## src/rtl/aidan_mcnay_stride_counter.sv

```systemverilog
// rtl/aidan_mcnay_stride_counter.sv - loadable up/down stride counter with wrap or saturate at a bound
module aidan_mcnay_stride_counter #(
  parameter int nbits = 32
) (
  input  logic             clk,
  input  logic             rst,
  input  logic [nbits-1:0] in_num,
  input  logic             latch_val,
  input  logic             en,
  input  logic [nbits-1:0] step,
  input  logic [nbits-1:0] limit,
  input  logic             down,
  input  logic             sat,
  output logic [nbits-1:0] out_num,
  output logic             at_limit,
  output logic             wrapped
);

  logic [nbits-1:0] count_q;
  logic [nbits-1:0] count_d;
  logic             wrapped_q;
  logic             wrapped_d;

  // One extra bit keeps the carry of an add and the borrow of a subtract.
  logic [nbits:0]   sum_ext;
  logic [nbits:0]   diff_ext;
  logic [nbits:0]   limit_ext;
  logic             cross_up;
  logic             cross_down;
  logic             crossing;
  logic [nbits-1:0] candidate;

  // Stride candidate and bound-crossing detection for the current direction.
  always_comb begin
    limit_ext  = {1'b0, limit};
    sum_ext    = {1'b0, count_q} + {1'b0, step};
    diff_ext   = {1'b0, count_q} - {1'b0, step};
    cross_up   = (sum_ext > limit_ext);
    cross_down = diff_ext[nbits] || (diff_ext[nbits-1:0] < limit);
    crossing   = down ? cross_down : cross_up;
    candidate  = down ? diff_ext[nbits-1:0] : sum_ext[nbits-1:0];
  end

  // Next-state selection: load beats step, step beats hold.
  always_comb begin
    count_d   = count_q;
    wrapped_d = 1'b0;
    if (latch_val) begin
      count_d = in_num;
    end else if (en) begin
      if (!crossing) begin
        count_d = candidate;
      end else if (sat) begin
        count_d = limit;
      end else begin
        count_d   = in_num;
        wrapped_d = 1'b1;
      end
    end
  end

  // State registers; reset overrides every other control.
  always_ff @(posedge clk) begin
    if (rst) begin
      count_q   <= '0;
      wrapped_q <= 1'b0;
    end else begin
      count_q   <= count_d;
      wrapped_q <= wrapped_d;
    end
  end

  assign out_num  = count_q;
  assign wrapped  = wrapped_q;
  assign at_limit = (count_q == limit);

endmodule

```

## config.mk

```make
export PLATFORM = sky130hd
export DESIGN_NAME = aidan_mcnay_stride_counter
export DESIGN_NICKNAME = d
export VERILOG_FILES = /design/src/rtl/aidan_mcnay_stride_counter.sv
export SDC_FILE = /design/constraint.sdc
export NUM_CORES = 1
export LEC_CHECK = 0
export CAP_MARGIN = 5
export CORE_UTILIZATION = 45
export DETAILED_ROUTE_END_ITERATION = 10
export GPL_TIMING_DRIVEN = 0
export PLACE_DENSITY_LB_ADDON = 0.05
export SETUP_SLACK_MARGIN = 0.02
export SKIP_LAST_GASP = 1
export SYNTH_ARGS = -nofsm -noshare
export SYNTH_HDL_FRONTEND = slang
export SYNTH_SLANG_ARGS = --single-unit
```

## constraint.sdc

```tcl
create_clock -name clk -period 7.05 [get_ports clk]
set_clock_uncertainty 0.2 [all_clocks]
set_input_delay 2.115 -clock clk [delete_from_list [all_inputs] [get_ports clk]]
set_output_delay 2.115 -clock clk [all_outputs]
set_load 0.02 [all_outputs]
```

* Word-level counts from Yosys, hierarchy flattened *
Cells that the tools add are included.

word-level totals
  register bits after elaboration = 33
  latch bits = 0
  memory bits (writable) = 0
  bits in read-only memories = 0
  input bits = 102
  output and inout bits = 34
  logic and storage cells = 19
  memories = 0

cells by class
  add/subtract/negate cells = 2
  multipliers = 0
  div/mod/pow operators = 0
  $lt $le $gt $ge = 2
  eq/ne operators = 1
  shifts and indexed selects = 0
  multiplexer cells = 7
  bitwise operators = 2
  reduce and logical (&&, ||, !) cells = 3

operators with widths
  operator            count
  $mux W32            5
  $add A32 B32 Y33    1
  $gt A33 B32 Y1      1
  $sub A32 B32 Y33    1
  $eq A32 B32 Y1      1
  $lt A32 B32 Y1      1
  $reduce_or A4 Y1    1
  $mux W1             2
  $not A1 Y1          2
  $reduce_bool A2 Y1  1
  $logic_or A1 B1 Y1  1

* Depth between registers and ports, before layout *
Gate-level depths: netlist of the first run.

  depth after elaboration = 7
  gate-level depth with buffers = 27
  mapped depth without buffers = 24

* Worst setup path before layout of the first run *
Ideal clock, no wire load.

  kind = input port to flip-flop
  start = input step[13]
  end = register count_q[20], in the netlist out_num[20]
  setup time = 0.120 ns
  arrival = 6.714 ns
  required time = 6.730 ns
  slack = 0.016 ns
  stages on the path = 22
  buffers on the path = 3
  path through = inv_1 -> ha_1 -> clkbuf_1 -> or3_2 -> or4b_1 -> a21boi_1 -> nor2_1 -> o31ai_1 -> xnor2_1 -> ha_1 -> nand4_1 -> nor4_1 -> nand2_1 -> nor4_1 -> mux2i_1 -> a311o_1 -> nor3_1 -> or2_1 -> buf_6 -> buf_6 -> a21oi_1 -> o31a_1

between the ends
  longest elaborated chain between the ends = 7
  elaborated cells between the ends (all ways) = 10
  classes of those cells = 2 x add/sub; 2 x order compare; 5 x mux; 1 x reduce/logical

RTL lines
  element               line  text
  start, declared       10    input logic [nbits-1:0] step,
  $sub A32 B32 Y33      37    diff_ext = {1'b0, count_q} - {1'b0, step};
  $lt A32 B32 Y1        39    cross_down = diff_ext[nbits] || (diff_ext[nbits-1:0] < limit);
  $logic_or A1 B1 Y1    39
  $mux W1               40    crossing = down ? cross_down : cross_up;
  $mux W32 *            51    if (!crossing) begin
  $mux W32 *            50    end else if (en) begin
  $mux W32 *            48    if (latch_val) begin
  end signal, assigned  68    count_q <= count_d;
  end, declared         19    logic [nbits-1:0] count_q;

Every way passes the cells marked *; elsewhere a longest branch is shown, timed or not. The select of a mux whose other input is x is not followed.
A chain may end at the register's enable or synchronous reset.

* Worst setup path in the final report of the first run *
  start = input step[1]
  end = register count_q[0], in the netlist out_num[0]

between the ends
  longest elaborated chain between the ends = 7
  elaborated cells between the ends (all ways) = 9
  classes of those cells = 2 x add/sub; 2 x order compare; 4 x mux; 1 x reduce/logical

RTL lines
  element             line
  $sub A32 B32 Y33    37
  $lt A32 B32 Y1      39
  $logic_or A1 B1 Y1  39
  $mux W1 *           40
  $mux W32 *          51
  $mux W32 *          50
  $mux W32 *          48

Marked as above.

==> impl_results.md, run 1 <==
- Clock Latency Late Sink: between 0.2 and 0.3 ns
- Core ar.: 16800 um^2
- Dpl ws: -2.12 ns
- Final worst slack: -0.0606 ns
- Routed len/inst: 21.5 um
- Sequential-to-total area share from yosys stat: 8.42%
- Via count: about 9100
- Ys async rst share: 0%
- Total Wirelength: 32100 um
- Initial antenna violation count: 0
- P_leak: slightly below 5 nW
- RSZ-0062 raised after global routing: yes
- Fmax: 0.141 GHz
- Synth Flop Type: dfxtp_1
- CP Max Fanout: 8
- Via density: 6.09
- Total track usage: 35.0%
- Fin util: roughly two thirds
- Failing checks: setup timing
- GPL Wtd Cong: 0.945
- WHS: 0.471 ns
- NumNets Final: 1507
- Hold Crit Class: reg2reg
- Leading cell types in the layout, fill and taps excluded: clkdlybuf4s50_1, ha_1, a21oi_1
- Hold Vio Cnt, Final: 0
- Synth-to-Final Area Change: 41.7%
- Mapped Area: 7850 um^2
- Post-synth EDFFs: 0
- Finish-stage setup viols: 17
- Max-cap violations: 0
- Clk sink count: 33
- Total CTS buffers: 5
- Multi-input logic area: 7370 um^2
- Worst VDD drop: 0.000118 V
- Slew @ Worst Pin: a little over 0.9 ns
- Outcome: finished, violations left
- Setup tns final: -0.397 ns
- Initial Util: 46.7%
- Critical Path RT: about 7.1 ns
- Clock-pin slew on the worst setup and hold paths: 0.06 ns
- Number of global-route vias before repair: around 8700
- Root Driver: clkbuf_16
- Number of nets with antenna violations after routing: 0
- First-pass GRT wire length: 48300 um
- GRT overflow: 0
- Final slew viol count: 0
- Commonest non-fill, non-tap cell in the layout: clkdlybuf4s50_1
- Fin crit share: 101%
- Site Rows: 47
- Cell count after synthesis: 1066
- Setup CP Type: in2reg
- N_diodes: 0
- IO Pins: approximately 140
- Slew HR: 37.7%
- Hold buffer count at cts: 0
- Storage cell area: 661 um^2
- Clock H-tree levels: 2
- Yosys reg bits: 33
- Arrival @ worst endpoint: 7.12 ns
- Minimum clock period: 7.11 ns
- Die Y: 134 um
- Die area: 18000 um^2
- First DRT Iteration DRCs: 802
- Final HPWL DP: 23900 um
- Post-synth net total: 1297
- Clk buf depth: 2
- YS warnings: 0
- Number of port buffers: 133
- Drt drc: 0
- Pwr Density: 180 nW/um^2
- CP Launch Type: primary input
- Drt pass-1 iters: 5
- Layout cells sized above 1: ~20%
- Largest net degree at the start of global routing: 11
- Post-synthesis cell type count: 83
- Crit end category: register
- Chip width: 134 um
- Synthesized area per cell: 7.36 um^2
- CTS tree: yes
- Fillers: 1503
==> cells in the mapped netlist (all sizes together), types with 4 or more instances <==
| master | n | area (um^2) |
|---|---|---|
| ha | 127 | 1590 |
| a21oi | 109 | 546 |
| inv | 97 | 364 |
| nor2 | 82 | 313 |
| xnor2 | 63 | 552 |
| nand2 | 51 | 191 |
| o21ai | 50 | 254 |
| xor2 | 41 | 359 |
| dfxtp | 33 | 661 |
| mux2i | 33 | 330 |
| clkbuf | 30 | 113 |
| buf | 25 | 156 |
| a211oi | 21 | 168 |
| a21o | 20 | 151 |
| nor2b | 20 | 125 |
| nor3b | 19 | 154 |
| nor3 | 18 | 90.1 |
| a31oi | 16 | 106 |
| nor4 | 15 | 93.8 |
| nand2b | 14 | 87.6 |
| a221oi | 13 | 126 |
| nand4 | 13 | 81.3 |
| nand3 | 12 | 60.1 |
| o22ai | 11 | 75.1 |
| or3 | 11 | 70.1 |
| o211ai | 10 | 75.1 |
| o21bai | 9 | 67.6 |
| o31ai | 9 | 67.6 |
| o21a | 8 | 60.1 |
| and2 | 7 | 43.8 |
| and3 | 7 | 48.8 |
| mux2 | 7 | 78.8 |
| or2 | 5 | 31.3 |
| a21boi | 4 | 30.0 |
| a22o | 4 | 35.0 |
| o221ai | 4 | 35.0 |
==> state kept, by name, summed over array words and instances, names as in the netlist <==
name	flops
wrapped	1
out_num	32
==> worst max-delay path, stage by stage <==
cell      delay (ns)
buf_8           0.10
inv_4           0.05
ha_4            0.19
nand2b_4        0.15
a221oi_4        0.35
o21ai_2         0.13
or4b_4          0.55
a21boi_4        0.25
nor2_4          0.07
o31ai_4         0.27
xnor2_1         0.11
ha_1            0.30
nand4_1         0.27
nor4_4          0.29
nand2_2         0.16
nor4_4          0.23
mux2i_1         0.12
a311o_1         0.40
nor3_4          0.14
or2_4           0.19
buf_8           0.15
buf_8           0.14
o211ai_1        0.11
a221oi_2        0.26
==> final timing paths <==
check | start | cells past startpoint | to | slack (ns)
worst max-delay path | step[1] | 24 | out_num[0]$_SDFFE_PP0P_ | -0.06
worst min-delay path | out_num[28]$_SDFFE_PP0P_ | 2 | out_num[28]$_SDFFE_PP0P_ | 0.47
worst max register to register | out_num[1]$_SDFFE_PP0P_ | 22 | out_num[0]$_SDFFE_PP0P_ | 1.26
worst min register to register | out_num[28]$_SDFFE_PP0P_ | 2 | out_num[28]$_SDFFE_PP0P_ | 0.47
==> metrics by stage <==
| stage | instance area [um^2] | total power [W] | cells |
|---|---|---|---|
| 2_1_floorplan | 7850 | 0.00105 | 1066 |
| 6_report | 11100 | 0.00200 | 1496 |
| 3_5_place_dp | 9460 | 0.00143 | 1419 |
| 3_3_place_gp | 9460 | 0.00142 | 1419 |
| 5_1_grt | 11100 | 0.00212 | 1496 |
| 4_1_cts | 10900 | 0.00189 | 1485 |
==> metal layers <==
metal	GRT usage, %	up-vias	wire length [um]
li1	-	4280	-
met2	57.1	460	14300
met5	0	-	0
met1	46.4	4303	14100
met3	6.20	71	2620
met4	11.6	0	1070
==> power breakdown <==
part / internal, W / switching (W)
logic: 0.000702 / 0.000815
clock network: 0.000139 / 0.0000944
registers: 0.000207 / 0.0000470
total: 0.00105 / 0.000956
==> cell families (layout without fill, tap and decap cells) <==
family / Yosys count / count (layout) / share of synthesized area, %
AOI/OAI and AO/OA: 322 / 322 / 26.9
and+or+nand+nor: 284 / 284 / 18.9
buffers and inverters: 154 / 364 / 8.16
adders and majority gates: 129 / 129 / 20.8
xor gates and xnor gates: 104 / 104 / 11.6
muxes: 40 / 40 / 5.21
DFF: 33 / 33 / 8.42
==> area by class of cell <==
cell class              instances  area share (%)
flip-flops and latches         33            5.94
repair buffers                208            17.6
well taps                     220            2.48
clock buffers                   7            1.28
inverters                      99            3.42
multi-input cells             879            66.3
plain buffers                  50            3.02
==> timing repair <==
action | CTS | global route
pin swaps | 80 | 31
endpoints found under the setup margin | 33 | 33
cloned | 1 | 1
buffers inserted | 63 | 10
gates resized for setup | 217 | 28
hold endpoints to repair | 0 | 0
No activity file was read; power rests on OpenSTA's default activity.
==> inputs of run 2 (changes only) <==
- TNS_END_PERCENT: unset -> 30
==> impl_results.md, run 2 (synthesis results as in run 1) <==
- Drt drc: 0 (unchanged)
- Hold endpoint: out_num[22]$_SDFFE_PP0P_ (was out_num[28]$_SDFFE_PP0P_)
- Finish-stage setup viols: 4 (was 17)
- GRT overflow: 0 (unchanged)
- Drt pass-1 iters: 5 (unchanged)
- Final slew viol count: 0 (unchanged)
- Leading cell types in the layout, fill and taps excluded: clkdlybuf4s50_1, ha_1, a21oi_1 (unchanged)
- Number of port buffers: 133 (unchanged)
- Slowest cell delay on critical path: 0.55 ns (about the same)
- Clock Latency Late Sink: 0.29 ns (about the same)
- Setup CP Type: in2reg (unchanged)
- Slowest CP cell: or4b_4 (unchanged)
- Chip width: 134 um (unchanged)
- Final worst slack: -0.0207 ns (was -0.0606 ns)
- Initial Util: 46.7% (unchanged)
- Site Rows: 47 (unchanged)
- Total Wirelength: 32000 um (was 32100 um)
- First DRT Iteration DRCs: 797 (was 802)
- Slew HR: 38.2% (was 37.7%)
- Clock-pin slew on the worst setup and hold paths: 0.06 ns (about the same)
- Largest net degree at the start of global routing: 11 (unchanged)
- Hold Path Origin: out_num[22]$_SDFFE_PP0P_ (was out_num[28]$_SDFFE_PP0P_)
- Via count: 9092 (was 9114)
- Initial antenna violation count: 0 (unchanged)
- NumNets Final: 1507 (unchanged)
- CP top delay family: simple AND/OR/NAND/NOR gates (unchanged)
- Failing checks: setup timing (unchanged)
- Layout cells sized above 1: 20.5% (was 20.6%)
- Commonest non-fill, non-tap cell in the layout: clkdlybuf4s50_1 (unchanged)
- Clk sink count: 33 (unchanged)
- FF-to-FF path depth: 22 (unchanged)
- RR Endpoint: out_num[0]$_SDFFE_PP0P_ (unchanged)
- CP Launch Type: primary input (unchanged)
- Crit end category: register (unchanged)
- Reg2reg start: out_num[1]$_SDFFE_PP0P_ (unchanged)
- Fin crit share: 100% (was 101%)
- P_leak: 4.86 nW (about the same)
- Largest register FFs: 32 (unchanged)
- Fmax: 0.141 GHz (about the same)
- Pwr Density: 180 nW/um^2 (about the same)
- Die Y: 134 um (unchanged)
- Via density: 6.08 (was 6.09)
- Critical Path RT: 7.06 ns (about the same)
- CTS tree: yes (unchanged)
- Number of nets with antenna violations after routing: 0 (unchanged)
- Worst VDD drop: 0.000118 V (about the same)
- IO Pins: 136 (unchanged)
- CP Max Fanout: 8 (unchanged)
- Number of global-route vias before repair: 8655 (unchanged)
- Synth-to-Final Area Change: 41.5% (was 41.7%)
- WP buf/inv: 4 (unchanged)
- Clk buf depth: 2 (unchanged)
- Minimum clock period: 7.07 ns (was 7.11 ns)
- Hold depth: 2 (unchanged)
- Core ar.: 16800 um^2 (unchanged)
- Root Driver: clkbuf_16 (unchanged)
- N_diodes: 0 (unchanged)
- Arrival @ worst endpoint: 7.08 ns (was 7.12 ns)
- RSZ-0062 raised after global routing: yes (unchanged)
- Hold Vio Cnt, Final: 0 (unchanged)
- GPL Wtd Cong: 0.945 (unchanged)
- Hold Crit Class: reg2reg (unchanged)
- Dpl ws: -2.12 ns (unchanged)
- Most used cell along the critical path: buf_8 (unchanged)
- Worst Setup SP: step[1] (unchanged)
- Routed len/inst: 21.4 um (was 21.5 um)
- Worst reg-to-reg setup slack: 1.29 ns (was 1.26 ns)
- Clock H-tree levels: 2 (unchanged)
- Critical Path, Cell by Cell: buf_8, inv_4, ha_4, nand2b_4, a221oi_4, o21ai_2, or4b_4, a21boi_4, nor2_4, o31ai_4, xnor2_1, ha_1, nand4_1, nor4_4, nand2_2, nor4_4, mux2i_1, a311o_1, nor3_4, or2_4, buf_8, buf_8, o211ai_1, a221oi_2 (unchanged)
- Final HPWL DP: 23900 um (unchanged)
- Die area: 18000 um^2 (unchanged)
- Total track usage: 35.0% (unchanged)
- Outcome: finished, violations left (unchanged)
- Final Power: 0.00200 W (about the same)
- Total CTS buffers: 5 (unchanged)
- Slew @ Worst Pin: 0.927 ns (was 0.934 ns)
- First-pass GRT wire length: 48300 um (unchanged)
- Max-cap violations: 0 (unchanged)
## run 2: cell type report
type	count	area, um^2
repair buffers	208	1950
clock buffers	7	143
inverters	99	380
multi-input cells	879	7360
well taps	220	275
fillers	1501	5710
flip-flops and latches	33	661
plain buffers	50	335
## run 2: how the worst max path moves through the flow
stage / endpoint / slack (ns) / depth (start not counted)
6_report: out_num[0]$_SDFFE_PP0P_ / -0.02 / 24
5_1_grt: out_num[0]$_SDFFE_PP0P_ / -0.20 / 25
4_1_cts: out_num[10]$_SDFFE_PP0P_ / 0.03 / 24
3_5_place_dp: out_num[16]$_SDFFE_PP0P_ / -2.12 / 24
3_3_place_gp: out_num[18]$_SDFFE_PP0P_ / -2.05 / 24
2_1_floorplan: out_num[20]$_SDFFE_PP0P_ / 0.04 / 22
## run 2: repair_timing
action                                  in CTS  in global routing
endpoints found under the setup margin      33                 33
gates resized for setup                    217                 26
hold buffers                                 0                  0
cloned                                       1                  1
setup buffers                               63                 10
pin swaps                                   80                 31
## run 2: routing by layer
metal / global-route usage, % / up-vias / share of wire, %
met5: 0 / - / 0
met4: 11.6 / 0 / 3.2
met3: 6.20 / 71 / 8.3
met2: 57.1 / 446 / 45
met1: 46.4 / 4306 / 44
li1: - / 4269 / -
## run 2: worst min-delay path, stage by stage (launching register included)
cell and delay (ns):
dfxtp_1 0.37, a21oi_1 0.16, a221oi_1 0.08
## run 2: report_power, final
part | total (W) | switching, W | internal (W)
Clock | 0.000232 | 0.0000930 | 0.000139
Sequential | 0.000254 | 0.0000469 | 0.000207
Combinational | 0.00151 | 0.000812 | 0.000701
## run 2: metrics by stage
step | utilization [%] | TNS [ns] | hold WS, ns | cell area, um^2 | instances
after floorplan | - | 0 | 0.466 | 7850 | 1066
final | 66.0 | -0.0420 | 0.478 | 11100 | 1496
after detailed placement | 56.2 | -64.95 | 0.453 | 9460 | 1419
after global routing | 66.0 | -4.47 | 0.516 | 11100 | 1496
after global placement | 56.2 | -64.04 | 0.442 | 9460 | 1419
after CTS | 64.6 | 0 | 0.471 | 10900 | 1485
